## config.mk

```make
export PLATFORM = sky130hd
export DESIGN_NAME = decode_stage
export DESIGN_NICKNAME = d
export VERILOG_FILES = /design/src/rtl/decode_stage.sv
export SDC_FILE = /design/constraint.sdc
export NUM_CORES = 1
export LEC_CHECK = 0
export ABC_AREA = 1
export BUFFER_PORTS_ARGS = -buffer_cell sky130_fd_sc_hd__buf_2
export CAP_MARGIN = 25
export CELL_PAD_IN_SITES_DETAIL_PLACEMENT = 2
export CELL_PAD_IN_SITES_GLOBAL_PLACEMENT = 2
export CORE_MARGIN = 2
export CORE_UTILIZATION = 25
export DETAILED_ROUTE_END_ITERATION = 7
export PLACE_DENSITY = 0.92
export SETUP_SLACK_MARGIN = 0.02
export SLEW_MARGIN = 20
export SYNTH_ARGS = -nofsm -noshare
export SYNTH_HDL_FRONTEND = slang
export SYNTH_SLANG_ARGS = --single-unit
```

## constraint.sdc

```tcl
create_clock -name clk -period 2.4 [get_ports clk]
set_input_delay 0.36 -clock clk [delete_from_list [all_inputs] [get_ports clk]]
set_output_delay 0.36 -clock clk [all_outputs]
set_load 0.02 [all_outputs]
```

## src/rtl/decode_stage.sv

```systemverilog
// RV32 decode stage: register read with write-through, operand selection, ALU op
// encoding and ALU-stage bypass detection, registered toward the ALU stage.
module decode_stage #(
  parameter int unsigned ENABLE_MULTIPLY = 1,
  parameter logic [31:0] PC_INCREMENT    = 32'd4
) (
  input  logic        clk,
  input  logic        reset,
  input  logic        in_valid,
  input  logic [31:0] in_instruction,
  input  logic [31:0] in_program_counter,
  output logic [4:0]  rs1_number,
  output logic [4:0]  rs2_number,
  input  logic [31:0] rs1_data,
  input  logic [31:0] rs2_data,
  input  logic        wb_enable,
  input  logic [4:0]  wb_number,
  input  logic [31:0] wb_data,
  input  logic        flush,
  output logic [31:0] input1,
  output logic [31:0] input2,
  output logic [4:0]  alu_operation,
  output logic [3:0]  bypass1,
  output logic [3:0]  bypass2,
  output logic        dest_register_enable,
  output logic [4:0]  dest_register_number,
  output logic [31:0] branch_dest,
  output logic [31:0] next_program_counter,
  output logic        illegal_instruction
);

  typedef enum logic [4:0] {
    NO_OPERATION   = 5'd0,
    ADDITION       = 5'd1,
    SUBTRACTION    = 5'd2,
    MULTIPLICATION = 5'd3,
    UNCOND_JUMP    = 5'd4,
    COND_EQ_JUMP   = 5'd5
  } alu_op_t;

  typedef enum logic [3:0] {
    NO_BYPASS       = 4'd0,
    BYPASS_FROM_ALU = 4'd1
  } bypass_t;

  logic [6:0]  opcode;
  logic [2:0]  funct3;
  logic [6:0]  funct7;
  logic [4:0]  rd;
  logic [31:0] imm_i, imm_b, imm_j;

  assign opcode     = in_instruction[6:0];
  assign rd         = in_instruction[11:7];
  assign funct3     = in_instruction[14:12];
  assign rs1_number = in_instruction[19:15];
  assign rs2_number = in_instruction[24:20];
  assign funct7     = in_instruction[31:25];

  assign imm_i = {{20{in_instruction[31]}}, in_instruction[31:20]};
  assign imm_b = {{19{in_instruction[31]}}, in_instruction[31], in_instruction[7],
                  in_instruction[30:25], in_instruction[11:8], 1'b0};
  assign imm_j = {{11{in_instruction[31]}}, in_instruction[31], in_instruction[19:12],
                  in_instruction[20], in_instruction[30:21], 1'b0};

  // Destination of the instruction now in the ALU stage, valid only if it writes a register
  logic       last_valid;
  logic [4:0] last_dest;

  logic [31:0] rs1_value, rs2_value;

  always_comb begin
    rs1_value = rs1_data;
    if (rs1_number == 5'd0)
      rs1_value = '0;
    else if (wb_enable && wb_number == rs1_number)
      rs1_value = wb_data;
  end

  always_comb begin
    rs2_value = rs2_data;
    if (rs2_number == 5'd0)
      rs2_value = '0;
    else if (wb_enable && wb_number == rs2_number)
      rs2_value = wb_data;
  end

  logic    legal, use_rs1, use_rs2, writes_rd, is_beq;
  alu_op_t op_next;
  logic [31:0] op1_next, op2_next;

  always_comb begin
    legal     = 1'b0;
    use_rs1   = 1'b0;
    use_rs2   = 1'b0;
    writes_rd = 1'b0;
    is_beq    = 1'b0;
    op_next   = NO_OPERATION;
    op1_next  = '0;
    op2_next  = '0;
    case (opcode)
      7'b0110011: begin
        if (funct3 == 3'b000) begin
          if (funct7 == 7'b0000000) begin
            legal   = 1'b1;
            op_next = ADDITION;
          end else if (funct7 == 7'b0100000) begin
            legal   = 1'b1;
            op_next = SUBTRACTION;
          end else if (funct7 == 7'b0000001 && ENABLE_MULTIPLY != 0) begin
            legal   = 1'b1;
            op_next = MULTIPLICATION;
          end
        end
        use_rs1   = legal;
        use_rs2   = legal;
        writes_rd = legal;
        op1_next  = rs1_value;
        op2_next  = rs2_value;
      end
      7'b0010011: begin
        if (funct3 == 3'b000) begin
          legal     = 1'b1;
          use_rs1   = 1'b1;
          writes_rd = 1'b1;
          op_next   = ADDITION;
          op1_next  = rs1_value;
          op2_next  = imm_i;
        end
      end
      7'b1101111: begin
        legal     = 1'b1;
        writes_rd = 1'b1;
        op_next   = UNCOND_JUMP;
        op1_next  = in_program_counter;
        op2_next  = imm_j;
      end
      7'b1100111: begin
        if (funct3 == 3'b000) begin
          legal     = 1'b1;
          use_rs1   = 1'b1;
          writes_rd = 1'b1;
          op_next   = UNCOND_JUMP;
          op1_next  = rs1_value;
          op2_next  = imm_i;
        end
      end
      7'b1100011: begin
        if (funct3 == 3'b000) begin
          legal    = 1'b1;
          use_rs1  = 1'b1;
          use_rs2  = 1'b1;
          is_beq   = 1'b1;
          op_next  = COND_EQ_JUMP;
          op1_next = rs1_value;
          op2_next = rs2_value;
        end
      end
      default: ;
    endcase
  end

  logic issue, dest_en_next, byp1, byp2;

  assign issue        = in_valid && legal && !flush;
  assign dest_en_next = writes_rd && (rd != 5'd0);
  assign byp1 = use_rs1 && (rs1_number != 5'd0) && last_valid && (last_dest == rs1_number);
  assign byp2 = use_rs2 && (rs2_number != 5'd0) && last_valid && (last_dest == rs2_number);

  always_ff @(posedge clk) begin
    if (!reset) begin
      input1               <= '0;
      input2               <= '0;
      alu_operation        <= NO_OPERATION;
      bypass1              <= NO_BYPASS;
      bypass2              <= NO_BYPASS;
      dest_register_enable <= 1'b0;
      dest_register_number <= '0;
      branch_dest          <= '0;
      next_program_counter <= '0;
      illegal_instruction  <= 1'b0;
      last_valid           <= 1'b0;
      last_dest            <= '0;
    end else begin
      illegal_instruction <= in_valid && !legal && !flush;
      if (issue) begin
        input1               <= op1_next;
        input2               <= op2_next;
        alu_operation        <= op_next;
        bypass1              <= byp1 ? BYPASS_FROM_ALU : NO_BYPASS;
        bypass2              <= byp2 ? BYPASS_FROM_ALU : NO_BYPASS;
        dest_register_enable <= dest_en_next;
        dest_register_number <= writes_rd ? rd : 5'd0;
        branch_dest          <= is_beq ? (in_program_counter + imm_b) : '0;
        next_program_counter <= in_program_counter + PC_INCREMENT;
        last_valid           <= dest_en_next;
        last_dest            <= rd;
      end else begin
        input1               <= '0;
        input2               <= '0;
        alu_operation        <= NO_OPERATION;
        bypass1              <= NO_BYPASS;
        bypass2              <= NO_BYPASS;
        dest_register_enable <= 1'b0;
        dest_register_number <= '0;
        branch_dest          <= '0;
        next_program_counter <= '0;
        last_valid           <= 1'b0;
        last_dest            <= '0;
      end
    end
  end

endmodule

```

==> impl_metrics.env <==
export IMPL_cp_max_fo=21
export IMPL_netlist_top_cells_count="368 x nand2_1, 175 x inv_1, 145 x dfxtp_1, 124 x nor2_1, 112 x a21oi_1"
export IMPL_crit_arrival_ps=2490
export IMPL_grt_max_degree=53
export IMPL_synth_ff_type="dfxtp_1"
export IMPL_syn_area_per_cell_sq_um=6.40
export IMPL_ios=328
export IMPL_first_pass_iters=5
export IMPL_netlist_area_sq_mm=0.00839
export IMPL_met1Wirelength_mm=18.4
export IMPL_yosysTopAreaCell="dfxtp_1"
export IMPL_clkTransAtPathRegs_ps=70
export IMPL_slew_headroom_pct=59.9
export IMPL_via_per_inst=4.85
export IMPL_crit_required_ps=2750
export IMPL_synth_top_area_share_pct=34.6
export IMPL_p_clk_share_pct=43.1
export IMPL_maxCapViolCount=0
export IMPL_clkLatencyLatePin_ps=450
export IMPL_synthDistinctLibCells=40
export IMPL_power_frac_seq_pct=39.1
export IMPL_critPathBufInv=2
export IMPL_crit_family="compound AO/OA/AOI/OAI gates"
export IMPL_post_cts_resized=0
export IMPL_portBuffers=319
export IMPL_routed_wl_mm=43.3
export IMPL_dr_first_iter_drc_count=401
export IMPL_drc=0
export IMPL_final_area_sq_mm=0.0112
export IMPL_synth_area_leaders="dfxtp_1 35%, nand2_1 16%, inv_1 7.8%, a21oi_1 6.7%, nand3_1 6.1%"
export IMPL_pre_cts_slack_ps=-156
export IMPL_finalPower_w=0.00616
export IMPL_yosysMostFrequentCell="nand2_1"
export IMPL_gr_usage_all_layers_pct=24.5
export IMPL_num_antenna_cells=0
export IMPL_path_cells="buf_2 -> buf_4 -> ha_1 -> a21oi_1 -> o21ai_0 -> a21oi_1 -> nand2_1 -> nand2_1 -> nand3_1 -> a21oi_1"
export IMPL_startpoint_type="primary input"
export IMPL_grt_pass1_vias=11200
export IMPL_grt_setup_unrepaired="no"
export IMPL_critPathMaxStageDelay_ps=340
export IMPL_vias=10200
export IMPL_fin_crit_ps=2140
export IMPL_grt_ovfl_total=0
export IMPL_grt_pass1_wl_mm=65.9
export IMPL_globalplace_congestion=0.891
export IMPL_status="complete, no violations"
export IMPL_fin_crit_sh_pct=89.2
export IMPL_htreeDepth=4
export IMPL_comb_power_share_pct=17.8
export IMPL_setup_violations=0
export IMPL_cts_tree="yes"
export IMPL_path_class="primary input to register"
export IMPL_hpwlAfterDp_mm=35.4
export IMPL_p_leak_nw=5.96
export IMPL_p_sw_share_pct=30.8
export IMPL_cts_setup_buffers=0
export IMPL_hold_path_class="primary input to register"
export IMPL_numClockSinks=145
export IMPL_dr_wl_met2_mm=21.9
export IMPL_cp_common_cell="a21oi_1"
export IMPL_drive_gt1_share_pct=24.4
export IMPL_num_rows=67
export IMPL_synth_async_reset_ratio_pct=0
export IMPL_routedWlPerCell_microns=20.7
export IMPL_cts_root_buf="clkbuf_16"
export IMPL_power_net_switching_w=0.00190
export IMPL_wl_met3_mm=1.80
export IMPL_coreArea_sq_mm=0.0333
export IMPL_antenna_found_initial=0
export IMPL_fin_nets=1837
export IMPL_power_density_mw_per_mm2=550
export IMPL_yosysSeqAreaShare_pct=34.6
export IMPL_internal_power_w=0.00427
export IMPL_vdd_drop_max_v=0.000496
export IMPL_ant_nets=0
export IMPL_end_kind="register"
export IMPL_die_h_microns=187
export IMPL_clock_fmax_mhz=467
export IMPL_synth_edf_count=0
export IMPL_worstMarginPinSlew_ps=598
export IMPL_hold_viol=0
export IMPL_cts_hold_buf=0
export IMPL_floorplan_die_area_sq_mm=0.0350
export IMPL_fin_skew_ps=9.08
export IMPL_syn_to_final_growth_pct=33.5
export IMPL_setup_slack_ps=258
export IMPL_fin_setup_tns_ps=0
export IMPL_place_area_sq_mm=0.0106
export IMPL_cts_buffers=17
export IMPL_cts_buffer_depth=2
export IMPL_yosys_register_bits=145
export IMPL_initial_core_util_pct=25.2
export IMPL_die_w_microns=187
export IMPL_yosysWarnings=0
export IMPL_synthCells=1311
export IMPL_critPathSlowestCell="ha_1"
export IMPL_finalMaxSlewViolations=0
export IMPL_top_layer="met4"
## layout by cell type, fill, tap and decap left out, drive strengths merged, types with 22 or more instances in the layout
| cell type | instances |
|---|---|
| inv | 178 |
| a21oi | 112 |
| buf | 357 |
| dfxtp | 145 |
| o21ai | 87 |
| ha | 31 |
| nand2 | 369 |
| nor3 | 22 |
| nor2 | 125 |
| nand3 | 103 |
## cell families (layout without fill, tap and decap cells)
family | count (synthesis) | after routing | share of synthesized area, %
compound gates | 220 | 220 | 13.8
other cells | 1 | 8 | 0.0447
buf+inv | 236 | 566 | 11.8
xor+xnor | 21 | 21 | 2.19
flops | 145 | 145 | 34.6
simple gates | 656 | 656 | 32.8
fa+ha+maj | 32 | 32 | 4.86
## flip-flops by register name, summed over array words and instances (netlist names)
name and cells:
illegal_instruction 1, next_program_counter 32, input1 32, input2 32, dest_register_number 5, last_valid 1
alu_operation 3, branch_dest 32, bypass2 1, last_dest 5, bypass1 1
## through the flow
step,hold slack (ps),cells,utilization (%)
2_1_floorplan,432,1318,-
3_3_place_gp,564,2064,32.0
3_5_place_dp,598,2064,32.0
4_1_cts,123,2096,33.7
5_1_grt,136,2096,33.7
6_report,162,2096,33.7
## path summary, 6_finish.rpt
kind	start	end	cells past startpoint	slack, ps
min	flush	illegal_instruction	2	160
min reg2reg	last_valid	bypass2[0]	4	710
max	in_instruction[31]	branch_dest[23]	10	260
max reg2reg	last_dest[1]	bypass2[0]	5	1200
## power groups by stage
stage | clock network [W] | registers [W] | logic (W)
6_report | 0.00266 | 0.00241 | 0.00110
5_1_grt | 0.00282 | 0.00241 | 0.00122
4_1_cts | 0.00272 | 0.00241 | 0.00110
3_5_place_dp | 0 | 0.00246 | 0.00109
3_3_place_gp | 0 | 0.00246 | 0.00103
2_1_floorplan | 0 | 0.00246 | 0.000597
## area by class of cell
class,instances,area [sq um]
Tap cell,448,561
Multi-Input combinational cell,937,4560
Sequential cell,145,2900
Inverter,177,664
Fill cell,4148,22100
Clock inverter,11,104
Clock buffer,21,460
Timing Repair Buffer,357,1940
## metal layers
layer  vias to the layer above  global-route usage (%)
li1                       4825                       -
met4                         0                    8.91
met5                         -                       0
met2                       279                    44.4
met3                        55                    4.26
met1                      5014                    28.9
## worst reg2reg max path, delay by kind of cell, from the launching register on
kind,cells,cell delay [ps]
buffers and inverters,1,130
and+or+nand+nor,2,270
AOI/OAI and AO/OA,2,390
DFF,1,340
Note: power is estimated with default switching activity, not from simulation.
